<file path="config.mk">
export PLATFORM = sky130hd
export DESIGN_NAME = pipe_ctrl_flat
export DESIGN_NICKNAME = d
export VERILOG_FILES = /design/src/rtl/pipe_ctrl_if.sv /design/src/rtl/pipe_ctrl.sv /design/src/flat_wrapper.sv
export SDC_FILE = /design/constraint.sdc
export NUM_CORES = 1
export LEC_CHECK = 0
export ABC_AREA = 1
export CORE_UTILIZATION = 34
export DETAILED_ROUTE_END_ITERATION = 12
export PLACE_DENSITY = 0.82
export SYNTH_ARGS = -nofsm -noshare
export SYNTH_HDL_FRONTEND = slang
export SYNTH_SLANG_ARGS = --single-unit
</file>
<file path="constraint.sdc">
create_clock -name clk -period 1.92 [get_ports clk]
set_clock_uncertainty 0.1 [all_clocks]
set_input_delay 0.192 -clock clk [delete_from_list [all_inputs] [get_ports clk]]
set_output_delay 0.192 -clock clk [all_outputs]
set_load 0.02 [all_outputs]
</file>
<file path="src/rtl/pipe_ctrl_if.sv">
// Control bundle between the pipeline sequencer and the core: stall/redirect/memory inputs, stage enables, flushes, fault, perf counters.
// master = the sequencing controller, slave = the pipeline datapath and its hazard/memory sources.
interface pipe_ctrl_if #(
  parameter int CNT_W = 32
);
  logic             hazard_stall;
  logic             redirect;
  logic             dmem_req;
  logic             dmem_ready;
  logic             pc_en;
  logic             if_id_en;
  logic             id_ex_en;
  logic             ex_mem_en;
  logic             mem_wb_en;
  logic             if_id_flush;
  logic             id_ex_flush;
  logic             mem_wb_flush;
  logic             fault;
  logic [CNT_W-1:0] perf_stall_cnt;
  logic [CNT_W-1:0] perf_flush_cnt;
  logic [CNT_W-1:0] perf_mem_cnt;

  modport master (
    input  hazard_stall, redirect, dmem_req, dmem_ready,
    output pc_en, if_id_en, id_ex_en, ex_mem_en, mem_wb_en,
    output if_id_flush, id_ex_flush, mem_wb_flush, fault,
    output perf_stall_cnt, perf_flush_cnt, perf_mem_cnt
  );

  modport slave (
    output hazard_stall, redirect, dmem_req, dmem_ready,
    input  pc_en, if_id_en, id_ex_en, ex_mem_en, mem_wb_en,
    input  if_id_flush, id_ex_flush, mem_wb_flush, fault,
    input  perf_stall_cnt, perf_flush_cnt, perf_mem_cnt
  );
endinterface

</file>
<file path="src/rtl/pipe_ctrl.sv">
// Pipeline sequencer: merges memory freeze, hazard stall and redirect into stage enables/flushes; zero-latency response.
// Memory busy freezes the front stages (backpressure) with a bounded wait, sticky FAULT on timeout; perf counters under PIPE_CTRL_PERF_CNT_EN.
module pipe_ctrl #(
  parameter int MEM_TIMEOUT = 16,
  parameter int CNT_W       = 32
) (
  input  logic         clk,
  input  logic         rst,
  pipe_ctrl_if.master  ctl
);

  localparam int                WC_W    = $clog2(MEM_TIMEOUT + 1);
  localparam logic [WC_W-1:0]   TIMEOUT = WC_W'(MEM_TIMEOUT);

  typedef enum logic [1:0] {RUN, MEM_WAIT, FAULT} state_t;
  typedef enum logic [2:0] {P_HALT, P_MEM, P_STALL, P_REDIR, P_RUN} prio_t;

  state_t          state_q;
  logic [WC_W-1:0] wait_cnt_q;
  logic            fault_q;
  logic            mem_busy;
  prio_t           prio;

  logic pc_en, if_id_en, id_ex_en, ex_mem_en, mem_wb_en;
  logic if_id_flush, id_ex_flush, mem_wb_flush;

  assign mem_busy = ctl.dmem_req & ~ctl.dmem_ready;

  always_comb begin
    prio = P_RUN;
    if (rst || state_q == FAULT)  prio = P_HALT;
    else if (mem_busy)            prio = P_MEM;
    else if (ctl.hazard_stall)    prio = P_STALL;
    else if (ctl.redirect)        prio = P_REDIR;
  end

  always_comb begin
    pc_en        = 1'b1;
    if_id_en     = 1'b1;
    id_ex_en     = 1'b1;
    ex_mem_en    = 1'b1;
    mem_wb_en    = 1'b1;
    if_id_flush  = 1'b0;
    id_ex_flush  = 1'b0;
    mem_wb_flush = 1'b0;
    case (prio)
      P_HALT: begin
        pc_en        = 1'b0;
        if_id_en     = 1'b0;
        id_ex_en     = 1'b0;
        ex_mem_en    = 1'b0;
        mem_wb_en    = 1'b0;
        mem_wb_flush = 1'b1;
      end
      // MEM/WB keeps clocking so the stalled access does not write back twice.
      P_MEM: begin
        pc_en        = 1'b0;
        if_id_en     = 1'b0;
        id_ex_en     = 1'b0;
        ex_mem_en    = 1'b0;
        mem_wb_flush = 1'b1;
      end
      P_STALL: begin
        pc_en       = 1'b0;
        if_id_en    = 1'b0;
        id_ex_flush = 1'b1;
      end
      P_REDIR: if_id_flush = 1'b1;
      default: ;
    endcase
  end

  always_ff @(posedge clk) begin
    if (rst) begin
      state_q    <= RUN;
      wait_cnt_q <= '0;
      fault_q    <= 1'b0;
    end else begin
      case (state_q)
        RUN: begin
          if (mem_busy) begin
            state_q    <= MEM_WAIT;
            wait_cnt_q <= WC_W'(1);
          end
        end
        MEM_WAIT: begin
          if (!mem_busy) begin
            state_q    <= RUN;
            wait_cnt_q <= '0;
          end else if (wait_cnt_q == TIMEOUT) begin
            state_q <= FAULT;
            fault_q <= 1'b1;
          end else begin
            wait_cnt_q <= wait_cnt_q + WC_W'(1);
          end
        end
        default: begin
          state_q <= FAULT;
          fault_q <= 1'b1;
        end
      endcase
    end
  end

`ifdef PIPE_CTRL_PERF_CNT_EN
  logic [CNT_W-1:0] stall_cnt_q, flush_cnt_q, mem_cnt_q;
  logic [CNT_W-1:0] stall_cnt_d, flush_cnt_d, mem_cnt_d;

  // Only P_MEM/P_STALL/P_REDIR count, so FAULT and reset cycles hold naturally.
  assign stall_cnt_d = stall_cnt_q + CNT_W'(prio == P_STALL);
  assign flush_cnt_d = flush_cnt_q + CNT_W'(prio == P_REDIR);
  assign mem_cnt_d   = mem_cnt_q   + CNT_W'(prio == P_MEM);

  always_ff @(posedge clk) begin
    if (rst) begin
      stall_cnt_q <= '0;
      flush_cnt_q <= '0;
      mem_cnt_q   <= '0;
    end else begin
      stall_cnt_q <= stall_cnt_d;
      flush_cnt_q <= flush_cnt_d;
      mem_cnt_q   <= mem_cnt_d;
    end
  end

  assign ctl.perf_stall_cnt = stall_cnt_q;
  assign ctl.perf_flush_cnt = flush_cnt_q;
  assign ctl.perf_mem_cnt   = mem_cnt_q;
`else
  assign ctl.perf_stall_cnt = {CNT_W{1'b0}};
  assign ctl.perf_flush_cnt = {CNT_W{1'b0}};
  assign ctl.perf_mem_cnt   = {CNT_W{1'b0}};
`endif

  assign ctl.pc_en        = pc_en;
  assign ctl.if_id_en     = if_id_en;
  assign ctl.id_ex_en     = id_ex_en;
  assign ctl.ex_mem_en    = ex_mem_en;
  assign ctl.mem_wb_en    = mem_wb_en;
  assign ctl.if_id_flush  = if_id_flush;
  assign ctl.id_ex_flush  = id_ex_flush;
  assign ctl.mem_wb_flush = mem_wb_flush;
  assign ctl.fault        = fault_q;

endmodule

</file>
<file path="src/flat_wrapper.sv">
// flat-port wrapper written by rule: the top's interface ports become plain ports
module pipe_ctrl_flat 
#(
  parameter int MEM_TIMEOUT = 16,
  parameter int CNT_W       = 32
)
  (clk, rst, ctl_hazard_stall, ctl_redirect, ctl_dmem_req, ctl_dmem_ready, ctl_pc_en, ctl_if_id_en, ctl_id_ex_en, ctl_ex_mem_en, ctl_mem_wb_en, ctl_if_id_flush, ctl_id_ex_flush, ctl_mem_wb_flush, ctl_fault, ctl_perf_stall_cnt, ctl_perf_flush_cnt, ctl_perf_mem_cnt);
  pipe_ctrl_if #(.CNT_W(CNT_W)) ctl_i ();
  input  logic clk;
  input  logic rst;
  input wire logic [$bits(ctl_i.hazard_stall)-1:0] ctl_hazard_stall;
  input wire logic [$bits(ctl_i.redirect)-1:0] ctl_redirect;
  input wire logic [$bits(ctl_i.dmem_req)-1:0] ctl_dmem_req;
  input wire logic [$bits(ctl_i.dmem_ready)-1:0] ctl_dmem_ready;
  output wire logic [$bits(ctl_i.pc_en)-1:0] ctl_pc_en;
  output wire logic [$bits(ctl_i.if_id_en)-1:0] ctl_if_id_en;
  output wire logic [$bits(ctl_i.id_ex_en)-1:0] ctl_id_ex_en;
  output wire logic [$bits(ctl_i.ex_mem_en)-1:0] ctl_ex_mem_en;
  output wire logic [$bits(ctl_i.mem_wb_en)-1:0] ctl_mem_wb_en;
  output wire logic [$bits(ctl_i.if_id_flush)-1:0] ctl_if_id_flush;
  output wire logic [$bits(ctl_i.id_ex_flush)-1:0] ctl_id_ex_flush;
  output wire logic [$bits(ctl_i.mem_wb_flush)-1:0] ctl_mem_wb_flush;
  output wire logic [$bits(ctl_i.fault)-1:0] ctl_fault;
  output wire logic [$bits(ctl_i.perf_stall_cnt)-1:0] ctl_perf_stall_cnt;
  output wire logic [$bits(ctl_i.perf_flush_cnt)-1:0] ctl_perf_flush_cnt;
  output wire logic [$bits(ctl_i.perf_mem_cnt)-1:0] ctl_perf_mem_cnt;
  assign ctl_i.hazard_stall = ctl_hazard_stall;
  assign ctl_i.redirect = ctl_redirect;
  assign ctl_i.dmem_req = ctl_dmem_req;
  assign ctl_i.dmem_ready = ctl_dmem_ready;
  assign ctl_pc_en = ctl_i.pc_en;
  assign ctl_if_id_en = ctl_i.if_id_en;
  assign ctl_id_ex_en = ctl_i.id_ex_en;
  assign ctl_ex_mem_en = ctl_i.ex_mem_en;
  assign ctl_mem_wb_en = ctl_i.mem_wb_en;
  assign ctl_if_id_flush = ctl_i.if_id_flush;
  assign ctl_id_ex_flush = ctl_i.id_ex_flush;
  assign ctl_mem_wb_flush = ctl_i.mem_wb_flush;
  assign ctl_fault = ctl_i.fault;
  assign ctl_perf_stall_cnt = ctl_i.perf_stall_cnt;
  assign ctl_perf_flush_cnt = ctl_i.perf_flush_cnt;
  assign ctl_perf_mem_cnt = ctl_i.perf_mem_cnt;
  pipe_ctrl #(.MEM_TIMEOUT(MEM_TIMEOUT), .CNT_W(CNT_W)) u_core (.clk(clk), .rst(rst), .ctl(ctl_i));
endmodule
</file>
==> results of run 1 <==
timing repair:
action / CTS / global route
setup endpoints to repair: 6 / 1
resized for setup: 6 / 1
buffers inserted: 0 / 0
worst min-delay path by stage:
stage | startpoint | to | depth (start not counted)
floorplan | ctl_dmem_req | u_core.state_q[0]$_SDFFE_PP0P_ | 2
global placement | u_core.wait_cnt_q[1]$_SDFFE_PP0P_ | u_core.wait_cnt_q[1]$_SDFFE_PP0P_ | 2
detailed placement | u_core.wait_cnt_q[1]$_SDFFE_PP0P_ | u_core.wait_cnt_q[1]$_SDFFE_PP0P_ | 2
CTS | u_core.wait_cnt_q[1]$_SDFFE_PP0P_ | u_core.wait_cnt_q[1]$_SDFFE_PP0P_ | 2
global route | u_core.wait_cnt_q[4]$_SDFFE_PP0P_ | u_core.wait_cnt_q[4]$_SDFFE_PP0P_ | 2
finish | u_core.wait_cnt_q[1]$_SDFFE_PP0P_ | u_core.wait_cnt_q[1]$_SDFFE_PP0P_ | 2
cells in the mapped netlist (2+ instances only):
master,count
sky130_fd_sc_hd__nand2_2,6
sky130_fd_sc_hd__nand2_1,18
sky130_fd_sc_hd__nand3_1,3
sky130_fd_sc_hd__dfxtp_1,8
sky130_fd_sc_hd__inv_1,12
sky130_fd_sc_hd__nor2_1,10
sky130_fd_sc_hd__ha_1,2
sky130_fd_sc_hd__buf_4,98
sky130_fd_sc_hd__nor2_2,2
sky130_fd_sc_hd__a21oi_1,4
sky130_fd_sc_hd__a21oi_2,5
final cells by class:
type	instances	area (sq um)	area share (%)
Sequential cell	8	160	14.2
Timing Repair Buffer	16	150	13.3
Multi-Input combinational cell	152	673	59.5
Clock buffer	3	41.3	3.65
Tap cell	46	57.6	5.09
Inverter	13	48.8	4.31
metal layers:
layer / global-route usage, % / part of all wire (%) / vias up
li1: - / - / 370
met1: 7.39 / 36 / 319
met2: 13.3 / 51 / 60
met3: 4.38 / 12 / 2
met4: 1.74 / 0.25 / 0
met5: 0 / 0 / -
power groups by stage:
stage                     sequential (W)  combinational (W)  clock (W)
final                           0.000173           0.000240   0.000195
after global routing            0.000173           0.000256   0.000211
after CTS                       0.000173           0.000237   0.000199
after detailed placement        0.000176           0.000242          0
after global placement          0.000176           0.000240          0
after floorplan                 0.000175           0.000358          0
worst max-delay path: stages (launching register included):
cell and delay [ps]:
sky130_fd_sc_hd__dfxtp_1 320, sky130_fd_sc_hd__inv_1 100, sky130_fd_sc_hd__a21oi_1 190, sky130_fd_sc_hd__clkdlybuf4s50_1 640
per-stage QoR:
stage               hold WS, ps  TNS [ps]  utilization (%)  area [sq um]
floorplan                   287         0                -          1620
global placement            393      -370             31.8          1090
detailed placement          403      -474             31.8          1090
CTS                         412         0             32.8          1130
global route                435         0             32.9          1130
finish                      410         0             32.9          1130
state kept, by name, summed over array words and instances, names as in the netlist:
signal	cells
u_core.state_q	2
u_core.ctl.fault	1
u_core.wait_cnt_q	5
cell families after synthesis:
| logic type | after synthesis | synth area share (%) |
|---|---|---|
| buffers and inverters | 112 | 62.5 |
| xor gates and xnor gates | 2 | 1.39 |
| AOI/OAI and AO/OA | 10 | 5.45 |
| other | 1 | 0.297 |
| and+or+nand+nor | 42 | 15.7 |
| DFF | 8 | 12.7 |
| adders and majority gates | 2 | 1.98 |
==> impl_table.tex, run 1 <==
\begin{tabular}{lr}
\hline
Metric & Value \\
\hline
\multicolumn{2}{l}{\textbf{Run status}} \\
Run status & complete, no violations \\
\multicolumn{2}{l}{\textbf{Clocking}} \\
CTS tree & done \\
Htree depth & 1 \\
Total clock buffers created by CTS & 3 \\
Clock transition at the register clock pins on the worst setup and hold paths after CTS & 40 ps \\
Bufs on Longest Clock Path & 2 \\
Post-CTS Hold Fix Bufs & 0 \\
Clk sinks & 8 \\
Source-to-sink clock delay at the later pin of the worst-skew pair & 220 ps \\
Cell at the root of the clock tree & sky130\_fd\_sc\_hd\_\_clkbuf\_8 \\
\multicolumn{2}{l}{\textbf{Yosys}} \\
Synth unique cells & 20 \\
Post-synthesis sequential area ratio & 12.7\% \\
Flip-flop and latch count after synthesis & 8 \\
EDFF count, synth & 0 \\
Cells taking the most area after synthesis & sky130\_fd\_sc\_hd\_\_buf\_4, sky130\_fd\_sc\_hd\_\_dfxtp\_1, sky130\_fd\_sc\_hd\_\_nand2\_1 \\
Average size of a mapped cell & 7.14 sq um \\
Top cell type by total area after synthesis & sky130\_fd\_sc\_hd\_\_buf\_4 \\
Total standard cell area after synthesis & 0.00126 sq mm \\
Warnings from Yosys & 0 \\
Area share of the leading cell type in the synthesized netlist & 58.2\% \\
Leading register cell type out of synthesis & sky130\_fd\_sc\_hd\_\_dfxtp\_1 \\
Synthesized netlist cell count & 177 \\
Share of async-settable or async-resettable flops after synthesis & 0\% \\
\multicolumn{2}{l}{\textbf{Floorplanning}} \\
Ports placed on the boundary & 111 \\
Initial Utilization & 36.7\% \\
Vertical die dimension & 63.0 microns \\
Die width & $\sim$63 microns \\
\# rows & 21 \\
Total die area & between 0.003 and 0.004 sq mm \\
Core area & around 0.0034 sq mm \\
\multicolumn{2}{l}{\textbf{GRT}} \\
Largest net degree at the start of global routing & 9 \\
Wire length of the first global-routing pass & 2.33 mm \\
Initial antenna violation count & 0 \\
Via count of the first global-routing pass & $\sim$530 \\
Global routing usage summed across all routing layers & 7.50\% \\
Total overflow reported by the global router & 0 \\
\multicolumn{2}{l}{\textbf{Worst setup path}} \\
Worst flop-to-flop path startpoint & u\_core.wait\_cnt\_q[0]\$\_SDFFE\_PP0P\_ \\
R2R setup slack & 500 ps \\
Number of cells on the worst reg-to-reg path & 9 \\
Type of the worst setup path & flip-flop to primary output \\
Endpoint arrival time on the critical path & $\sim$1500 ps \\
Worst reg2reg endpoint & u\_core.wait\_cnt\_q[2]\$\_SDFFE\_PP0P\_ \\
Required time at the endpoint of the critical path & 1630 ps \\
CP startpoint kind & flip-flop \\
Maximum fanout count along the critical path & 6 \\
Kind of end point of the critical path & primary output \\
Worst setup path endpoint & ctl\_mem\_wb\_en \\
Crit path launch & u\_core.state\_q[0]\$\_SDFFE\_PP0P\_ \\
\multicolumn{2}{l}{\textbf{Finish}} \\
Antenna Cells & 0 \\
Synthesis-to-finish area growth & -10.5\% \\
Most frequent cells in the layout & sky130\_fd\_sc\_hd\_\_conb\_1, sky130\_fd\_sc\_hd\_\_nand2\_1, sky130\_fd\_sc\_hd\_\_inv\_1 \\
Leading cell type in the layout, fill and taps excluded & sky130\_fd\_sc\_hd\_\_conb\_1 \\
Share of layout cells above drive strength 1 & between 10\% and 20\% \\
Filler instances & 400 \\
Non-filler cells in the finished layout & 238 \\
Total number of nets in the final design & 202 \\
\multicolumn{2}{l}{\textbf{STA}} \\
Final setup violation count & 0 \\
Achievable frequency & 0.569 GHz \\
Final Hold Viols & 0 \\
Unrepaired setup endpoints after global routing & no \\
Worst Slack Setup Final & 162 ps \\
Period minus WS final & 1760 ps \\
Final clock period utilization by the worst path & 91.6\% \\
Pins Over Slew Limit & 0 \\
\multicolumn{2}{l}{\textbf{Worst hold path}} \\
Path type of the worst min-delay path & flip-flop to flip-flop \\
\multicolumn{2}{l}{\textbf{Placed design}} \\
Placed instance count & 235 \\
HPWL reported at the end of detailed placement & 1.39 mm \\
Quantity of I/O buffers inserted on ports & 14 \\
Placement Setup Slack & -105 ps \\
Routability cong. & 0.783 \\
\multicolumn{2}{l}{\textbf{Power}} \\
Combinational cell fraction of total power & 39.5\% \\
Sw power & 0.000271 W \\
Largest vdd supply drop & between 200 and 250 uV \\
Sequential share of power & 28.5\% \\
Internal power & 0.000336 W \\
Clock share of power & between 30\% and 40\% \\
LEAKAGE & 0.631 nW \\
Net switching share of the total power & 44.6\% \\
Pwr per Cell Area & roughly 540 mW/mm\^{}2 \\
Overall Power & 0.000607 W \\
\multicolumn{2}{l}{\textbf{Detailed routing}} \\
Number of vias per cell after detailed routing & 3.16 \\
Total Wirelength & 1.60 mm \\
First-pass detailed-route iteration total & 4 \\
Via count & 751 \\
Remaining DRCs & 0 \\
DRC violation total after the first TritonRoute iteration & 17 \\
Routed len/inst & 6.70 microns \\
Number of nets still failing antenna checks after routing & 0 \\
\multicolumn{2}{l}{\textbf{Flow run}} \\
Max-cap violation count & 0 \\
\hline
\end{tabular}
Power figures use the tool's default switching activity.
==> run 2: changes to the inputs <==
--- a/config.mk
+++ b/config.mk
@@ -6,9 +6,10 @@
 export NUM_CORES = 1
 export LEC_CHECK = 0
 export ABC_AREA = 1
+export CAP_MARGIN = 20
 export CORE_UTILIZATION = 34
 export DETAILED_ROUTE_END_ITERATION = 12
-export PLACE_DENSITY = 0.82
+export PLACE_DENSITY = 0.86
 export SYNTH_ARGS = -nofsm -noshare
 export SYNTH_HDL_FRONTEND = slang
 export SYNTH_SLANG_ARGS = --single-unit
==> run 2 against run 1 <==
  * Hold slack got worse by 5.1 ps
  * Non-clock buffer count is the same
  * Routed wire length is 2.3% lower
  * Sequential cell count unchanged
  * Final area is the same
  * First-iteration DRC count down 41%
  * Critical path type unchanged
==> impl_table.tex, run 2 (same netlist as run 1, synthesis figures left out) <==
\begin{tabular}{lr}
\hline
Metric & Value \\
\hline
\multicolumn{2}{l}{\textbf{Floorplanning}} \\
Initial Utilization & 36.7\% (unchanged) \\
Total die area & 0.00396 sq mm (unchanged) \\
\# rows & 21 (unchanged) \\
Vertical die dimension & 63.0 microns (unchanged) \\
Core area & 0.00344 sq mm (unchanged) \\
Ports placed on the boundary & 111 (unchanged) \\
Die width & 63.0 microns (unchanged) \\
\multicolumn{2}{l}{\textbf{GRT}} \\
Total overflow reported by the global router & 0 (unchanged) \\
Largest net degree at the start of global routing & 9 (unchanged) \\
Initial antenna violation count & 0 (unchanged) \\
Wire length of the first global-routing pass & 2.20 mm (was 2.33 mm) \\
Global routing usage summed across all routing layers & 7.27\% (was 7.50\%) \\
Via count of the first global-routing pass & 535 (was 532) \\
\multicolumn{2}{l}{\textbf{Detailed routing}} \\
Routed len/inst & 6.55 microns (was 6.70 microns) \\
Total Wirelength & 1.56 mm (was 1.60 mm) \\
DRC violation total after the first TritonRoute iteration & 10 (was 17) \\
Remaining DRCs & 0 (unchanged) \\
Number of vias per cell after detailed routing & 3.14 (was 3.16) \\
Number of nets still failing antenna checks after routing & 0 (unchanged) \\
First-pass detailed-route iteration total & 3 (was 4) \\
Via count & 747 (was 751) \\
\multicolumn{2}{l}{\textbf{Finish}} \\
Share of layout cells above drive strength 1 & 11.5\% (unchanged) \\
Register bank with the most flops & u\_core.wait\_cnt\_q (unchanged) \\
Total number of nets in the final design & 202 (unchanged) \\
Filler instances & 398 (was 400) \\
Antenna Cells & 0 (unchanged) \\
Layout Utilization & 32.9\% (unchanged) \\
Leading cell type in the layout, fill and taps excluded & sky130\_fd\_sc\_hd\_\_conb\_1 (unchanged) \\
Most frequent cells in the layout & sky130\_fd\_sc\_hd\_\_conb\_1, sky130\_fd\_sc\_hd\_\_nand2\_1, sky130\_fd\_sc\_hd\_\_inv\_1 (unchanged) \\
Flip-flop count of the largest register after layout & 5 (unchanged) \\
Synthesis-to-finish area growth & -10.5\% (unchanged) \\
\multicolumn{2}{l}{\textbf{Run status}} \\
Run status & complete, no violations (unchanged) \\
\multicolumn{2}{l}{\textbf{Placed design}} \\
HPWL reported at the end of detailed placement & 1.35 mm (was 1.39 mm) \\
Quantity of I/O buffers inserted on ports & 14 (unchanged) \\
Routability cong. & 0.843 (was 0.783) \\
Placement Setup Slack & -111 ps (was -105 ps) \\
\multicolumn{2}{l}{\textbf{STA}} \\
Final clock period utilization by the worst path & 91.9\% (was 91.6\%) \\
Final setup violation count & 0 (unchanged) \\
Achievable frequency & 0.566 GHz (was 0.569 GHz) \\
Worst Slack Setup Final & 155 ps (was 162 ps) \\
Unrepaired setup endpoints after global routing & no (unchanged) \\
Pins Over Slew Limit & 0 (unchanged) \\
Period minus WS final & 1770 ps (was 1760 ps) \\
Final Hold Viols & 0 (unchanged) \\
\multicolumn{2}{l}{\textbf{Clocking}} \\
Bufs on Longest Clock Path & 2 (unchanged) \\
Htree depth & 1 (unchanged) \\
Clock transition at the register clock pins on the worst setup and hold paths after CTS & 40 ps (about the same) \\
Source-to-sink clock delay at the later pin of the worst-skew pair & 230 ps (was 220 ps) \\
Clk sinks & 8 (unchanged) \\
Total clock buffers created by CTS & 3 (unchanged) \\
Post-CTS Hold Fix Bufs & 0 (unchanged) \\
Cell at the root of the clock tree & sky130\_fd\_sc\_hd\_\_clkbuf\_8 (unchanged) \\
CTS tree & done (unchanged) \\
\multicolumn{2}{l}{\textbf{Worst setup path}} \\
Required time at the endpoint of the critical path & 1630 ps (about the same) \\
Maximum fanout count along the critical path & 6 (unchanged) \\
Kind of end point of the critical path & primary output (unchanged) \\
R2R setup slack & 490 ps (was 500 ps) \\
Endpoint arrival time on the critical path & 1470 ps (about the same) \\
CP startpoint kind & flip-flop (unchanged) \\
Type of the worst setup path & flip-flop to primary output (unchanged) \\
\multicolumn{2}{l}{\textbf{Power}} \\
Overall Power & 0.000618 W (was 0.000607 W) \\
Largest vdd supply drop & 238 uV (was 209 uV) \\
LEAKAGE & 0.631 nW (unchanged) \\
Pwr per Cell Area & 546 mW/mm\^{}2 (was 537 mW/mm\^{}2) \\
\multicolumn{2}{l}{\textbf{Flow run}} \\
Max-cap violation count & 0 (unchanged) \\
\multicolumn{2}{l}{\textbf{Worst hold path}} \\
Path type of the worst min-delay path & flip-flop to flip-flop (unchanged) \\
\hline
\end{tabular}
## run 2: cell counts in the layout (fill, tap and decap cells not counted)
No cell type changed its count.
## run 2: worst paths after layout
check                                                        from                           endpoint  depth (start not counted)
worst min register to register  u_core.wait_cnt_q[3]$_SDFFE_PP0P_  u_core.wait_cnt_q[3]$_SDFFE_PP0P_                          2
worst max register to register  u_core.wait_cnt_q[0]$_SDFFE_PP0P_  u_core.wait_cnt_q[2]$_SDFFE_PP0P_                          9
worst max-delay path               u_core.state_q[0]$_SDFFE_PP0P_                      ctl_mem_wb_en                          3
worst min-delay path            u_core.wait_cnt_q[3]$_SDFFE_PP0P_  u_core.wait_cnt_q[3]$_SDFFE_PP0P_                          2
## run 2: routing by layer
metal	routed length, microns	vias to the layer above	GRT usage (%)
met3	208	0	4.20
met1	540	313	6.53
met2	810	61	13.3
met5	0	-	0
li1	-	373	-
met4	0	0	2.62
## run 2: what timing repair did
item / 4_1_cts / 5_1_grt
gates resized for setup: 6 / 1
buffers inserted: 0 / 0
endpoints found under the setup margin: 6 / 1
## run 2: per-stage QoR
stage	TNS, ps	hold slack, ps	area, sq um	instances
4_1_cts	0	405	1130	238
3_5_place_dp	-487	398	1090	235
3_3_place_gp	-379	391	1090	235
5_1_grt	0	434	1130	238
2_1_floorplan	0	287	1620	272
6_report	0	405	1130	238
## run 2: layout make-up
type	instances	area, sq um	area share, %
Clock buffer	3	41.3	3.65
Multi-Input combinational cell	152	673	59.5
Timing Repair Buffer	16	150	13.3
Tap cell	46	57.6	5.09
Sequential cell	8	160	14.2
Inverter	13	48.8	4.31
## run 2: critical path, cell delays in order (launching register included)
cell and delay [ps]:
sky130_fd_sc_hd__dfxtp_1 320, sky130_fd_sc_hd__inv_1 100, sky130_fd_sc_hd__a21oi_1 180, sky130_fd_sc_hd__clkdlybuf4s50_1 630
## run 2: report_power, final
group / internal (W) / total, W / switching (W)
clock network: 0.000136 / 0.000205 / 0.0000691
registers: 0.000170 / 0.000173 / 0.00000292
logic: 0.0000316 / 0.000240 / 0.000208
total: 0.000337 / 0.000618 / 0.000280
==> run 3: changes to the inputs <==
==> constraint.sdc (replaced) <==
create_clock -name clk -period 2.1 [get_ports clk]
set_clock_uncertainty 0.1 [all_clocks]
set_input_delay 0.21 -clock clk [delete_from_list [all_inputs] [get_ports clk]]
set_output_delay 0.21 -clock clk [all_outputs]
set_load 0.02 [all_outputs]
==> run 3 against run 2 <==
  * Core utilization up 0.51 points
  * Total power is 9.5% lower
  * Count of clock-buffer cells in the layout unchanged
  * Setup slack improved by 60 ps
  * Global-route usage is 0.30 points lower
  * Final cell count unchanged
  * Hold slack lost 1.9 ps
  * Sequential power down 9%
  * Non-clock buffer count is the same
  * First-iteration DRC count grew to 3.3 times the previous value
  * Combinational power is 8% lower
  * Final area increased by 1.5%
  * Largest cell class unchanged
  * Highest routed layer is now met4
==> impl_table.tex, run 3 (same netlist as run 1, synthesis figures left out) <==
\begin{tabular}{lr}
\hline
Metric & Value \\
\hline
\multicolumn{2}{l}{\textbf{Finish}} \\
Share of layout cells above drive strength 1 & 10.9\% (was 11.5\%) \\
Leading cell type in the layout, fill and taps excluded & sky130\_fd\_sc\_hd\_\_conb\_1 (unchanged) \\
Most frequent cells in the layout & sky130\_fd\_sc\_hd\_\_conb\_1, sky130\_fd\_sc\_hd\_\_nand2\_1, sky130\_fd\_sc\_hd\_\_inv\_1 (unchanged) \\
Total number of nets in the final design & 202 (unchanged) \\
Antenna Cells & 0 (unchanged) \\
Non-filler cells in the finished layout & 238 (unchanged) \\
Register bank with the most flops & u\_core.wait\_cnt\_q (unchanged) \\
Flip-flop count of the largest register after layout & 5 (unchanged) \\
Synthesis-to-finish area growth & -9.11\% (was -10.5\%) \\
Final standard cell area without fillers & 0.00115 sq mm (was 0.00113 sq mm) \\
\multicolumn{2}{l}{\textbf{Clocking}} \\
Htree depth & 1 (unchanged) \\
Clock transition at the register clock pins on the worst setup and hold paths after CTS & 40 ps (about the same) \\
Total clock buffers created by CTS & 3 (unchanged) \\
Post-CTS Hold Fix Bufs & 0 (unchanged) \\
Source-to-sink clock delay at the later pin of the worst-skew pair & 220 ps (was 230 ps) \\
Cell at the root of the clock tree & sky130\_fd\_sc\_hd\_\_clkbuf\_8 (unchanged) \\
Clk sinks & 8 (unchanged) \\
Bufs on Longest Clock Path & 2 (unchanged) \\
CTS tree & done (unchanged) \\
\multicolumn{2}{l}{\textbf{Detailed routing}} \\
Number of nets still failing antenna checks after routing & 0 (unchanged) \\
Via count & 790 (was 747) \\
Remaining DRCs & 0 (unchanged) \\
Total Wirelength & 1.55 mm (was 1.56 mm) \\
Routed len/inst & 6.53 microns (was 6.55 microns) \\
First-pass detailed-route iteration total & 3 (unchanged) \\
DRC violation total after the first TritonRoute iteration & 33 (was 10) \\
Number of vias per cell after detailed routing & 3.32 (was 3.14) \\
\multicolumn{2}{l}{\textbf{Worst setup path}} \\
Slowest cell on the critical path & sky130\_fd\_sc\_hd\_\_clkdlybuf4s50\_1 (unchanged) \\
Critical path's top delay family & buffers and inverters (unchanged) \\
Total buffers and inverters traversed by the critical path & 2 (unchanged) \\
Endpoint arrival time on the critical path & 1580 ps (was 1470 ps) \\
Kind of end point of the critical path & primary output (unchanged) \\
Maximum fanout count along the critical path & 6 (unchanged) \\
CP startpoint kind & flip-flop (unchanged) \\
Cell Chain, Critical Path & inv\_1, a21oi\_1, nand2\_1, clkdlybuf4s50\_1 (was inv\_1, a21oi\_1, clkdlybuf4s50\_1) \\
Type of the worst setup path & flip-flop to primary output (unchanged) \\
Maximum cell stage delay along the critical path & 640 ps (was 630 ps) \\
Required time at the endpoint of the critical path & 1790 ps (was 1630 ps) \\
\multicolumn{2}{l}{\textbf{Power}} \\
Largest vdd supply drop & 131 uV (was 238 uV) \\
Pwr per Cell Area & 487 mW/mm\^{}2 (was 546 mW/mm\^{}2) \\
LEAKAGE & 0.691 nW (was 0.631 nW) \\
Overall Power & 0.000559 W (was 0.000618 W) \\
\multicolumn{2}{l}{\textbf{STA}} \\
Worst Slack Setup Final & 215 ps (was 155 ps) \\
Final setup violation count & 0 (unchanged) \\
Pins Over Slew Limit & 0 (unchanged) \\
Final clock period utilization by the worst path & 89.8\% \\
Achievable frequency & 0.530 GHz \\
Final-layout setup total negative slack & 0 ps (unchanged) \\
Period minus WS final & 1890 ps \\
Unrepaired setup endpoints after global routing & no (unchanged) \\
Final Hold Viols & 0 (unchanged) \\
\multicolumn{2}{l}{\textbf{Flow run}} \\
Max-cap violation count & 0 (unchanged) \\
\multicolumn{2}{l}{\textbf{Placed design}} \\
Quantity of I/O buffers inserted on ports & 14 (unchanged) \\
HPWL reported at the end of detailed placement & 1.37 mm (was 1.35 mm) \\
Placed instance count & 235 (unchanged) \\
Placement Setup Slack & 58.7 ps (was -111 ps) \\
Instance area after placement & 0.00109 sq mm (about the same) \\
Routability cong. & 0.828 (was 0.843) \\
\multicolumn{2}{l}{\textbf{Floorplanning}} \\
Core area & 0.00344 sq mm (unchanged) \\
Vertical die dimension & 63.0 microns (unchanged) \\
Ports placed on the boundary & 111 (unchanged) \\
Total die area & 0.00396 sq mm (unchanged) \\
\# rows & 21 (unchanged) \\
Initial Utilization & 36.7\% (unchanged) \\
Die width & 63.0 microns (unchanged) \\
\multicolumn{2}{l}{\textbf{GRT}} \\
Initial antenna violation count & 0 (unchanged) \\
Largest net degree at the start of global routing & 9 (unchanged) \\
Wire length of the first global-routing pass & 2.17 mm (was 2.20 mm) \\
Global routing usage summed across all routing layers & 6.97\% (was 7.27\%) \\
Via count of the first global-routing pass & 531 (was 535) \\
Total overflow reported by the global router & 0 (unchanged) \\
\multicolumn{2}{l}{\textbf{Run status}} \\
Run status & complete, no violations (unchanged) \\
\multicolumn{2}{l}{\textbf{Worst hold path}} \\
Path type of the worst min-delay path & flip-flop to flip-flop (unchanged) \\
\hline
\end{tabular}
-- run 3: cell types whose count changed in the layout (fill, tap and decap cells not counted) --
cell / delta
sky130_fd_sc_hd__nor2_1: +1
sky130_fd_sc_hd__dlygate4sd2_1: -6
sky130_fd_sc_hd__nor2_2: -1
sky130_fd_sc_hd__dlymetal6s2s_1: +5
sky130_fd_sc_hd__clkdlybuf4s50_1: +1
-- run 3: layout make-up --
class                           count  area [sq um]
Clock buffer                        3          41.3
Fill cell                         383          2290
Inverter                           13          48.8
Multi-Input combinational cell    152           671
Sequential cell                     8           160
Tap cell                           46          57.6
Timing Repair Buffer               16           170
-- run 3: power breakdown --
group / internal [W] / leakage [nW] / switching [W] / total [W]
clock network: 0.000124 / 0.0216 / 0.0000548 / 0.000179
registers: 0.000155 / 0.0648 / 0.00000305 / 0.000158
logic: 0.0000321 / 0.604 / 0.000190 / 0.000222
total: 0.000311 / 0.691 / 0.000248 / 0.000559
-- run 3: per-stage QoR --
stage,util [%],hold slack (ps)
after floorplan,-,305
after global placement,31.7,391
after detailed placement,31.7,401
after CTS,32.9,407
after global routing,33.4,432
final,33.4,403
-- run 3: path summary, 6_finish.rpt --
| path | from | endpoint | slack (ps) | cells after the start |
|---|---|---|---|---|
| hold / removal | u_core.wait_cnt_q[1]$_SDFFE_PP0P_ | u_core.wait_cnt_q[1]$_SDFFE_PP0P_ | 400 | 2 |
| hold reg to reg | u_core.wait_cnt_q[1]$_SDFFE_PP0P_ | u_core.wait_cnt_q[1]$_SDFFE_PP0P_ | 400 | 2 |
| setup reg to reg | u_core.wait_cnt_q[0]$_SDFFE_PP0P_ | u_core.wait_cnt_q[0]$_SDFFE_PP0P_ | 670 | 9 |
| setup / recovery | u_core.state_q[0]$_SDFFE_PP0P_ | ctl_mem_wb_flush | 210 | 4 |
-- run 3: worst reg2reg max path, cell delays in order, from the launching register on --
cell	delay, ps
sky130_fd_sc_hd__dfxtp_1	420
sky130_fd_sc_hd__inv_1	70
sky130_fd_sc_hd__ha_1	200
sky130_fd_sc_hd__nand2_2	100
sky130_fd_sc_hd__inv_1	40
sky130_fd_sc_hd__nand2_1	70
sky130_fd_sc_hd__nor2_1	40
sky130_fd_sc_hd__nor2_1	120
sky130_fd_sc_hd__nand2_1	80
sky130_fd_sc_hd__a21oi_2	120
-- run 3: repair_timing --
item / in CTS / in global routing
buffers inserted: 0 / 0
resized for setup: 0 / 6
setup endpoints to repair: 0 / 6
-- run 3: routing by layer --
layer,vias to the layer above,routed length [microns],GRT usage [%]
li1,370,-,-
met1,355,481,6.11
met2,61,854,13.2
met3,4,201,3.10
met4,0,15,3.49
met5,-,0,0
